**config.mk**
```make
export PLATFORM = sky130hd
export DESIGN_NAME = multicycle_control
export DESIGN_NICKNAME = d
export VERILOG_FILES = /design/src/rtl/multicycle_control.sv
export SDC_FILE = /design/constraint.sdc
export NUM_CORES = 1
export LEC_CHECK = 0
export BUFFER_PORTS_ARGS = -buffer_cell sky130_fd_sc_hd__buf_2
export CAP_MARGIN = 20
export CORE_UTILIZATION = 56
export DETAILED_ROUTE_END_ITERATION = 10
export PLACE_DENSITY = 0.81
export SYNTH_ARGS = -nofsm -noshare
export SYNTH_HDL_FRONTEND = slang
export SYNTH_SLANG_ARGS = --single-unit
```
**constraint.sdc**
```tcl
create_clock -name clk -period 6.14 [get_ports clk]
set_input_delay 1.228 -clock clk [delete_from_list [all_inputs] [get_ports clk]]
set_output_delay 1.228 -clock clk [all_outputs]
set_load 0.03 [all_outputs]
```
**src/rtl/multicycle_control.sv**
```systemverilog
// Multi-cycle MIPS sequencing controller: a Moore FSM that steps each instruction through
// fetch/decode/execute/memory/write-back, drives the datapath enables and counts retired instructions.
module multicycle_control #(
  parameter int COUNT_WIDTH = 32
) (
  input  logic                   clk,
  input  logic                   reset,
  input  logic [5:0]             OP,
  input  logic                   mem_ready,
  output logic                   PCWrite,
  output logic                   PCWriteCondEQ,
  output logic                   PCWriteCondNE,
  output logic                   IorD,
  output logic                   MemRead,
  output logic                   MemWrite,
  output logic                   IRWrite,
  output logic                   MemtoReg,
  output logic                   RegDst,
  output logic                   RegWrite,
  output logic                   ALUSrcA,
  output logic [1:0]             ALUSrcB,
  output logic [1:0]             PCSource,
  output logic [2:0]             ALUOp,
  output logic                   instr_done,
  output logic                   illegal_op,
  output logic [COUNT_WIDTH-1:0] instr_count
);

  localparam logic [5:0] OP_RTYPE = 6'h00;
  localparam logic [5:0] OP_ADDI  = 6'h08;
  localparam logic [5:0] OP_ORI   = 6'h0D;
  localparam logic [5:0] OP_MOV   = 6'h06;
  localparam logic [5:0] OP_BEQ   = 6'h04;
  localparam logic [5:0] OP_BNE   = 6'h05;
  localparam logic [5:0] OP_LW    = 6'h23;
  localparam logic [5:0] OP_SW    = 6'h2B;
  localparam logic [5:0] OP_J     = 6'h02;

  typedef enum logic [3:0] {
    FETCH, DECODE, MEM_ADDR, MEM_RD, MEM_WB, MEM_WR,
    EXEC_R, WB_R, EXEC_I, WB_I, BRANCH, JUMP, TRAP
  } state_t;

  state_t stateReg, stateNext, targetState;

  logic                   pcWriteReg, condEqReg, condNeReg, iorDReg, memReadReg, memWriteReg;
  logic                   memtoRegReg, regDstReg, regWriteReg, aluSrcAReg;
  logic [1:0]             aluSrcBReg, pcSourceReg;
  logic [2:0]             aluOpReg;
  logic                   doneReg, illegalReg, fetchReg, memWrReg;
  logic [COUNT_WIDTH-1:0] instrCountReg;

  always_comb begin
    stateNext = stateReg;
    case (stateReg)
      FETCH:    stateNext = mem_ready ? DECODE : FETCH;
      DECODE: begin
        case (OP)
          OP_RTYPE:               stateNext = EXEC_R;
          OP_ADDI, OP_ORI, OP_MOV: stateNext = EXEC_I;
          OP_LW, OP_SW:           stateNext = MEM_ADDR;
          OP_BEQ, OP_BNE:         stateNext = BRANCH;
          OP_J:                   stateNext = JUMP;
          default:                stateNext = TRAP;
        endcase
      end
      MEM_ADDR: stateNext = (OP == OP_LW) ? MEM_RD : MEM_WR;
      MEM_RD:   stateNext = mem_ready ? MEM_WB : MEM_RD;
      MEM_WR:   stateNext = mem_ready ? FETCH : MEM_WR;
      EXEC_R:   stateNext = WB_R;
      EXEC_I:   stateNext = WB_I;
      TRAP:     stateNext = TRAP;
      default:  stateNext = FETCH;
    endcase
  end

  assign targetState = reset ? FETCH : stateNext;

  // Output registers are decoded from the state being entered; OP is stable from DECODE on,
  // so the EXEC_I/BRANCH flavours can be resolved one cycle early.
  always_ff @(posedge clk) begin
    stateReg    <= targetState;
    pcWriteReg  <= 1'b0;
    condEqReg   <= 1'b0;
    condNeReg   <= 1'b0;
    iorDReg     <= 1'b0;
    memReadReg  <= 1'b0;
    memWriteReg <= 1'b0;
    memtoRegReg <= 1'b0;
    regDstReg   <= 1'b0;
    regWriteReg <= 1'b0;
    aluSrcAReg  <= 1'b0;
    aluSrcBReg  <= 2'b00;
    pcSourceReg <= 2'b00;
    aluOpReg    <= 3'b000;
    doneReg     <= 1'b0;
    illegalReg  <= 1'b0;
    fetchReg    <= 1'b0;
    memWrReg    <= 1'b0;
    case (targetState)
      FETCH: begin
        fetchReg   <= 1'b1;
        memReadReg <= 1'b1;
        aluSrcBReg <= 2'b01;
        aluOpReg   <= 3'b100;
      end
      DECODE: begin
        aluSrcBReg <= 2'b11;
        aluOpReg   <= 3'b100;
      end
      MEM_ADDR: begin
        aluSrcAReg <= 1'b1;
        aluSrcBReg <= 2'b10;
        aluOpReg   <= 3'b100;
      end
      MEM_RD: begin
        memReadReg <= 1'b1;
        iorDReg    <= 1'b1;
      end
      MEM_WB: begin
        regWriteReg <= 1'b1;
        memtoRegReg <= 1'b1;
        doneReg     <= 1'b1;
      end
      MEM_WR: begin
        memWrReg    <= 1'b1;
        memWriteReg <= 1'b1;
        iorDReg     <= 1'b1;
      end
      EXEC_R: begin
        aluSrcAReg <= 1'b1;
        aluOpReg   <= 3'b111;
      end
      WB_R: begin
        regWriteReg <= 1'b1;
        regDstReg   <= 1'b1;
        doneReg     <= 1'b1;
      end
      EXEC_I: begin
        aluSrcAReg <= 1'b1;
        aluSrcBReg <= 2'b10;
        aluOpReg   <= (OP == OP_ORI) ? 3'b101 : ((OP == OP_MOV) ? 3'b110 : 3'b100);
      end
      WB_I: begin
        regWriteReg <= 1'b1;
        doneReg     <= 1'b1;
      end
      BRANCH: begin
        aluSrcAReg  <= 1'b1;
        aluOpReg    <= 3'b001;
        pcSourceReg <= 2'b01;
        condEqReg   <= (OP == OP_BEQ);
        condNeReg   <= (OP == OP_BNE);
        doneReg     <= 1'b1;
      end
      JUMP: begin
        pcWriteReg  <= 1'b1;
        pcSourceReg <= 2'b10;
        doneReg     <= 1'b1;
      end
      TRAP:    illegalReg <= 1'b1;
      default: ;
    endcase

    if (reset)
      instrCountReg <= '0;
    else if (instr_done)
      instrCountReg <= instrCountReg + COUNT_WIDTH'(1);
  end

  // Handshake-dependent strobes and the reset blanking are applied combinationally.
  assign PCWrite       = ~reset & (pcWriteReg | (fetchReg & mem_ready));
  assign IRWrite       = ~reset & fetchReg & mem_ready;
  assign instr_done    = ~reset & (doneReg | (memWrReg & mem_ready));
  assign PCWriteCondEQ = ~reset & condEqReg;
  assign PCWriteCondNE = ~reset & condNeReg;
  assign MemRead       = ~reset & memReadReg;
  assign MemWrite      = ~reset & memWriteReg;
  assign RegWrite      = ~reset & regWriteReg;
  assign illegal_op    = ~reset & illegalReg;
  assign IorD          = iorDReg;
  assign MemtoReg      = memtoRegReg;
  assign RegDst        = regDstReg;
  assign ALUSrcA       = aluSrcAReg;
  assign ALUSrcB       = aluSrcBReg;
  assign PCSource      = pcSourceReg;
  assign ALUOp         = aluOpReg;
  assign instr_count   = instrCountReg;

endmodule

```
* Yosys cells after proc, flatten, opt, wreduce, memory -nomap -nowiden
Index checks and enable logic that the tools add are counted.
Cells by class: reductions and logical operators 13, eq/ne operators 27, bitwise logic cells 15, add/sub/neg operators 1, mux-type cells 23
Operators by type and width (count):
- adder 32 x 1 -> 32 bit, second input constant | 1
- one-hot mux 4 bit (8 select lines) | 1
- == test 4 bit, second input constant | 7
- == test 4 x 3 -> 1 bit, second input constant | 6
- one-hot mux 4 bit (5 select lines) | 1
- == test 6 x 3 -> 1 bit, second input constant | 3
- == test 4 x 2 -> 1 bit, second input constant | 4
- AND 1 bit | 12
- == test 6 x 4 -> 1 bit, second input constant | 2
- == test 6 bit, second input constant | 2
- two-way mux 1 bit | 12
- one-hot mux 3 bit (4 select lines) | 1
- OR reduction 2 bit | 5
- two-way mux 3 bit | 3
- OR reduction 3 bit | 3
- == test 4 x 1 -> 1 bit, second input constant | 2
- logical NOT 4 bit | 2
- == test 6 x 2 -> 1 bit, second input constant | 1
- logical NOT 6 bit | 1
- one-hot mux 2 bit (3 select lines) | 1
- OR reduction 5 bit | 1
- two-way mux 2 bit | 2
- two-way mux 4 bit | 1
- one-hot mux 2 bit (2 select lines) | 1
- other kinds (3) | 4
Storage, ports and cells: bits of input ports 9, output and inout port bits 52, word-level logic and storage cells 97, flip-flop bits (word level) 56

* Longest topological paths before layout
Gate-level depths: netlist of run 1.
depth after elaboration 8, depth in mapped cells 8, gate-level depth less buffers 7

* Least setup slack after synthesis of run 1
OpenSTA, ideal clock, no wires.
path type input to output, from input reset, to output PCWrite, buffers on the path 2, stages 3, arrival time 2091 ps, required time 4912 ps, setup slack 2821 ps, path through clkbuf_1 clkbuf_1 a21oi_1
On the way: cells in the longest elaborated chain, start to end 2
Ends and longest elaborated chain:
- start, declared | line 7 | input logic reset,
- NOT 1 bit | line 172 | assign PCWrite = ~reset & (pcWriteReg | (fetchReg & mem_ready));
- AND 1 bit | line 172
- end, declared | line 10 | output logic PCWrite,
Every way passes these cells.

* Worst setup path in the final report of run 1
from input reset, to output IRWrite
On the way: cells in the longest elaborated chain, start to end 3
Ends and longest elaborated chain:
- NOT 1 bit | line 173 | assign IRWrite = ~reset & fetchReg & mem_ready;
- AND 1 bit (2 in a row) | line 173
- end, declared | line 16 | output logic IRWrite,
Every way passes these cells.

==> impl_metrics.tcl, run 1 <==
set metrics [dict create \
    syn-instance-count 310 \
    wl_met2_mm 2.715 \
    slew_headroom_pct 48.18 \
    drtAntennaViolNets 0 \
    comb_power_share_pct 24.9 \
    clk_pin_slew_worst_paths_ns 0.10 \
    p_leak_uw 0.001318 \
    ios 61 \
    switching_share_pct 34.31 \
    finalSetupViolCount 0 \
    core_area_sq_um 4474 \
    first_pass_iters 8 \
    drt_iter0_drc 114 \
    rows 24 \
    syn_area_sq_um 2693 \
    clk_latency_ns 0.31 \
    yosys_warnings 0 \
    stdcell_area_sq_um 3060 \
    synth_edf_count 0 \
    min_period_ns 3.360 \
    hold_viol_final 0 \
    cts_hold_buf 0 \
    chipWidth_um 71.34 \
    critPathCaptureType "primary output" \
    outcome "complete, but fails checks" \
    grt_pass1_wl_mm 9.128 \
    cts_resized 0 \
    required_ns 4.91 \
    layout_commonest_cell "buf_2" \
    violations "DRC" \
    final_util_pct 68.40 \
    start_util_pct 60.18 \
    finalClockSkew_ns 0.009106 \
    ys.flop_type "dfxtp_1" \
    cts_tree "done" \
    overflow 0 \
    grtUsageTotal_pct 22.37 \
    syn_to_final_growth_pct 13.66 \
    cts_sinks 56 \
    h-tree-depth 2 \
    worst_pin_slew_ns 0.7757 \
    hpwl_mm 4.072 \
    startpoint_type "input pin" \
    clockRootBuffer "clkbuf_8" \
    routed_via_density 5.663 \
    min_path_type "flop to flop" \
    critical_path.max_fanout 45 \
    finalCritPeriodShare_pct 54.72 \
    syn_avg_cell_area_sq_um 8.686 \
    place_area_sq_um 2964 \
    syn_nets 320 \
    p_clk_share_pct 25.4 \
    gp_congestion 0.8476 \
    critical_path_arrival_ns 2.13 \
    highest_layer "met4" \
    cts_buffers 5 \
    slew_violations 0 \
    post_drt_wl_per_cell_um 13.45 \
    async_reset_ff_share_pct 0 \
    share_seq_of_total_power_pct 49.6 \
    max-vdd-ir-drop_v 0.0001705 \
    drive_gt1_share_pct 22.44 \
    max_freq_mhz 297.7 \
    grt_start_max_net_pins 46 \
    cts_max_path_buffers 2 \
    vias 2339 \
    worst-setup-path-type "input pin to primary output" \
    antenna_found_initial 0 \
    powerDensity_nw_per_um2 270.0 \
    synth_cell_types 55 \
    cap_violations 0 \
    diodes 0 \
    seq_area_frac_synth_pct 41.64 \
    port_buffers 60 \
    wl_met3_um 208 \
    postRouteWirelength_mm 5.553 \
    p_total_uw 826.4 \
    setup_tns_ns 0 \
    final_cell_mix "buf_2 (60), dfxtp_1 (56), nor2_1 (50), xor2_1 (24), nand2_1 (19)" \
    switching_power_uw 283.5 \
    ys_ff_latch 56 \
    post_cts_buffers 0 \
    wl_met1_mm 2.506 \
    fin_nets 370 \
    die-height_um 71.34 \
    drcViolationCount 5 \
    rsz0062_at_grt "false" \
    grt_pass1_vias 2037 \
    p_int_uw 542.9 \
    dieArea_sq_um 5089 \
]
cells in the mapped netlist (7+ instances only):
cell,n,area [sq um]
xor2_1,24,210.2
nand2b_1,7,43.79
clkbuf_1,7,26.28
nor2_1,50,187.7
nand2_1,19,71.32
nand3_1,13,65.06
nand4_1,9,56.30
a21oi_1,13,65.06
xnor2_1,7,61.31
nor2b_1,10,62.56
o21ai_0,9,45.04
dfxtp_1,56,1121
and3_1,8,50.05
metal layers:
metal	global-route usage (%)	vias up
li1	-	1185
met1	28.95	1084
met2	37.04	59
met3	3.235	11
met4	10.22	0
met5	0	-
critical path: stages:
cell and delay [ns]:
buf_2 0.58, nor2_1 0.11, buf_2 0.20
logic make-up (layout without fill, tap and decap cells):
| family | Yosys count | count (layout) | share of synthesized area (%) |
|---|---|---|---|
| and+or+nand+nor | 155 | 155 | 31.32 |
| DFF | 56 | 56 | 41.64 |
| adders and majority gates | 1 | 1 | 0.4646 |
| buffers and inverters | 22 | 73 | 4.182 |
| AOI/OAI and AO/OA | 45 | 45 | 12.31 |
| xor gates and xnor gates | 31 | 31 | 10.08 |
registers in the layout, indices dropped and copies added (netlist names), 2 cells and up:
| name | count |
|---|---|
| ALUOp | 3 |
| PCSource | 2 |
| stateReg | 4 |
| instr_count | 32 |
| ALUSrcB | 2 |
worst paths after layout:
kind / startpoint / endpoint / slack, ns / cells after the start
setup / recovery: reset / IRWrite / 2.78 / 3
hold reg to reg: instr_count[7]$_SDFFE_PP0P_ / instr_count[7]$_SDFFE_PP0P_ / 0.52 / 2
hold / removal: instr_count[7]$_SDFFE_PP0P_ / instr_count[7]$_SDFFE_PP0P_ / 0.52 / 2
setup reg to reg: stateReg[0]$_DFF_P_ / ALUOp[1]$_DFF_P_ / 3.69 / 6
cell type report:
class | count | area, sq um
timing repair buffer | 60 | 300.3
tap | 52 | 65.06
inverter | 5 | 18.77
clock buffer | 5 | 68.82
multi-input combinational | 232 | 1459
clock inverter | 3 | 27.53
fill | 379 | 1414
sequential | 56 | 1121
power by group through the flow:
stage	logic (uW)	clock network (uW)	registers (uW)
floorplan	146	0	435
finish	206	210	410
global route	224	227	414
CTS	205	215	410
global placement	201	0	418
detailed placement	204	0	418
stage by stage:
step	instances	worst slack, ns	hold WS [ns]
2_1_floorplan	310	2.821	0.5057
3_3_place_gp	405	2.776	0.4852
3_5_place_dp	405	2.757	0.5043
4_1_cts	413	2.765	0.5198
5_1_grt	413	2.647	0.5532
6_report	413	2.780	0.5187
(Power assumes the default switching activity.)
==> run 2: changes to the inputs <==
Settings changed: ABC_AREA from default to 1, CORE_UTILIZATION 56 to 54, PLACE_DENSITY 0.81 to 0.78.
Clock period 6.14 ns to 3.1 ns, I/O delays scaled along.
==> impl_metrics.tcl, run 2 <==
set metrics [dict create \
    outcome "complete, no violations" \
    fillers 460 \
    syn_nets 431 \
    first_pass_iters 4 \
    postRouteWirelength_mm 6.423 \
    critical_path_arrival_ns 1.50 \
    clockRootBuffer "clkbuf_8" \
    regArea_sq_um 1121 \
    ys.flop_type "dfxtp_1" \
    worst_pin_slew_ns 0.3460 \
    cts_hold_buf 0 \
    layout_commonest_cell "nand2_1" \
    dp.cells 548 \
    synth_top_area_share_pct 38.49 \
    routed_via_density 5.061 \
    fin_nets 495 \
    hpwl_mm 5.033 \
    cts_resized 0 \
    share_seq_of_total_power_pct 54.2 \
    syn-instance-count 421 \
    final_cell_mix "nand2_1 (92), nor2_1 (64), buf_2 (60), dfxtp_1 (56), inv_1 (49)" \
    grtUsageTotal_pct 24.18 \
    drt_iter0_drc 190 \
    p_leak_uw 0.001606 \
    core_area_sq_um 5140 \
    cts_tree "done" \
    vias 2814 \
    min_path_type "flop to flop" \
    gp_congestion 0.9055 \
    required_ns 2.48 \
    setup_tns_ns 0 \
    clk_latency_ns 0.31 \
    ys_ff_latch 56 \
    multi_input_area_sq_um 1553 \
    ios 61 \
    grt_start_max_net_pins 30 \
    ys_top_cells_by_count "nand2_1 (92), nor2_1 (64), dfxtp_1 (56)" \
    comb_power_share_pct 15.9 \
    critPathCaptureType "primary output" \
    async_reset_ff_share_pct 0 \
    powerDensity_nw_per_um2 415.3 \
    startpoint_type "input pin" \
    hold_viol_final 0 \
    slew_violations 0 \
    port_buffers 60 \
    p_clk_share_pct 29.9 \
    p_total_uw 1410 \
    chipWidth_um 75.45 \
    synth.area.top_cells "dfxtp_1 (38%), nand2_1 (12%), nor2_1 (8.2%)" \
    grt_pass1_vias 2486 \
    diodes 0 \
    synth_cell_types 32 \
    cts_sinks 56 \
    finalClockSkew_ns 0.008548 \
    antenna_found_initial 0 \
    max-vdd-ir-drop_v 0.0002859 \
    grt_pass1_wl_mm 10.54 \
    clk_pin_slew_worst_paths_ns 0.10 \
    post_drt_wl_per_cell_um 11.55 \
    post_cts_buffers 0 \
    yosysTopAreaCell "dfxtp_1" \
    start_util_pct 56.67 \
    syn_avg_cell_area_sq_um 6.919 \
    cap_violations 0 \
    h-tree-depth 2 \
    dieArea_sq_um 5692 \
    syn_to_final_growth_pct 16.58 \
    synth_edf_count 0 \
    rsz0062_at_grt "false" \
    die-height_um 75.45 \
    yosys_warnings 0 \
    max_freq_mhz 471.1 \
    drtAntennaViolNets 0 \
    finalCritPeriodShare_pct 68.48 \
    min_period_ns 2.123 \
    largest_reg_flops 32 \
    overflow 0 \
    seq_area_frac_synth_pct 38.49 \
    instances_no_fill 556 \
    finalSetupViolCount 0 \
    rows 26 \
    cts_buffers 5 \
    drcViolationCount 0 \
    switching_share_pct 30.30 \
    syn_area_sq_um 2913 \
    yosysMostFrequentCell "nand2_1" \
    slew_headroom_pct 76.94 \
    worst-setup-path-type "input pin to primary output" \
    final_util_pct 66.07 \
    drive_gt1_share_pct 24.28 \
    cts_max_path_buffers 2 \
    p_int_uw 983.0 \
    critical_path.max_fanout 29 \
    switching_power_uw 427.3 \
]
run 2: changes by cell type in the layout (fill, tap and decap cells not counted), sizes merged, moves of 5 or more:
| cell | delta |
|---|---|
| a21oi | +7 |
| nor3 | +11 |
| nand2 | +82 |
| or3 | -5 |
| nor4 | -7 |
| nor2b | -10 |
| nand4 | +5 |
| nor2 | +35 |
| xor2 | -15 |
| nand2b | -7 |
| and3 | -7 |
| inv | +54 |
| nand3 | +16 |
run 2: final timing paths:
path / from / endpoint / slack [ns] / cells past startpoint
max: reset / PCWrite / 0.98 / 4
min: instr_count[7]$_SDFFE_PP0P_ / instr_count[7]$_SDFFE_PP0P_ / 0.51 / 2
max reg2reg: instr_count[0]$_SDFFE_PP0P_ / instr_count[22]$_SDFFE_PP0P_ / 1.25 / 9
min reg2reg: instr_count[7]$_SDFFE_PP0P_ / instr_count[7]$_SDFFE_PP0P_ / 0.51 / 2
run 2: metrics by stage:
stage          hold WS, ns  instance area (sq um)  setup WS (ns)
3_3_place_gp        0.4914                   3298         0.9819
5_1_grt             0.5533                   3396         0.8684
2_1_floorplan       0.5107                   2913         0.7495
4_1_cts             0.5157                   3396         0.9636
6_report            0.5089                   3396         0.9772
3_5_place_dp        0.4989                   3298         0.9620
run 2: cell families (layout without fill, tap and decap cells):
logic type | Yosys count | in the layout | synth area share, %
flops | 56 | 56 | 38.49
fa+ha+maj | 1 | 1 | 0.4295
compound gates | 36 | 36 | 7.260
simple gates | 252 | 252 | 41.71
buf+inv | 63 | 128 | 8.204
xor+xnor | 13 | 13 | 3.909
run 2: cell type report:
cell class | count | share of cell area [%]
multi-input cells | 302 | 45.73
flip-flops and latches | 56 | 33.01
repair buffers | 63 | 9.506
inverters | 57 | 6.301
well taps | 70 | 2.579
clock buffers | 5 | 2.027
clock inverters | 3 | 0.8475
run 2: critical path: stages:
cell and delay, ns:
buf_2 0.18, buf_4 0.36, o21ai_0 0.14, buf_2 0.19
run 2: metal layers:
metal  GRT usage (%)  share of wire (%)  up-vias
li1                -                  -     1463
met4           9.259                1.7        0
met1           28.27                 44     1269
met3           3.704                4.2        9
met2           44.35                 50       73
met5               0                  0        -
run 2: power groups by stage:
stage	combinational (uW)	clock (uW)	sequential, uW
3_5_place_dp	225	0	780
3_3_place_gp	220	0	780
2_1_floorplan	139	0	808
4_1_cts	226	434	764
6_report	224	422	764
5_1_grt	249	461	768
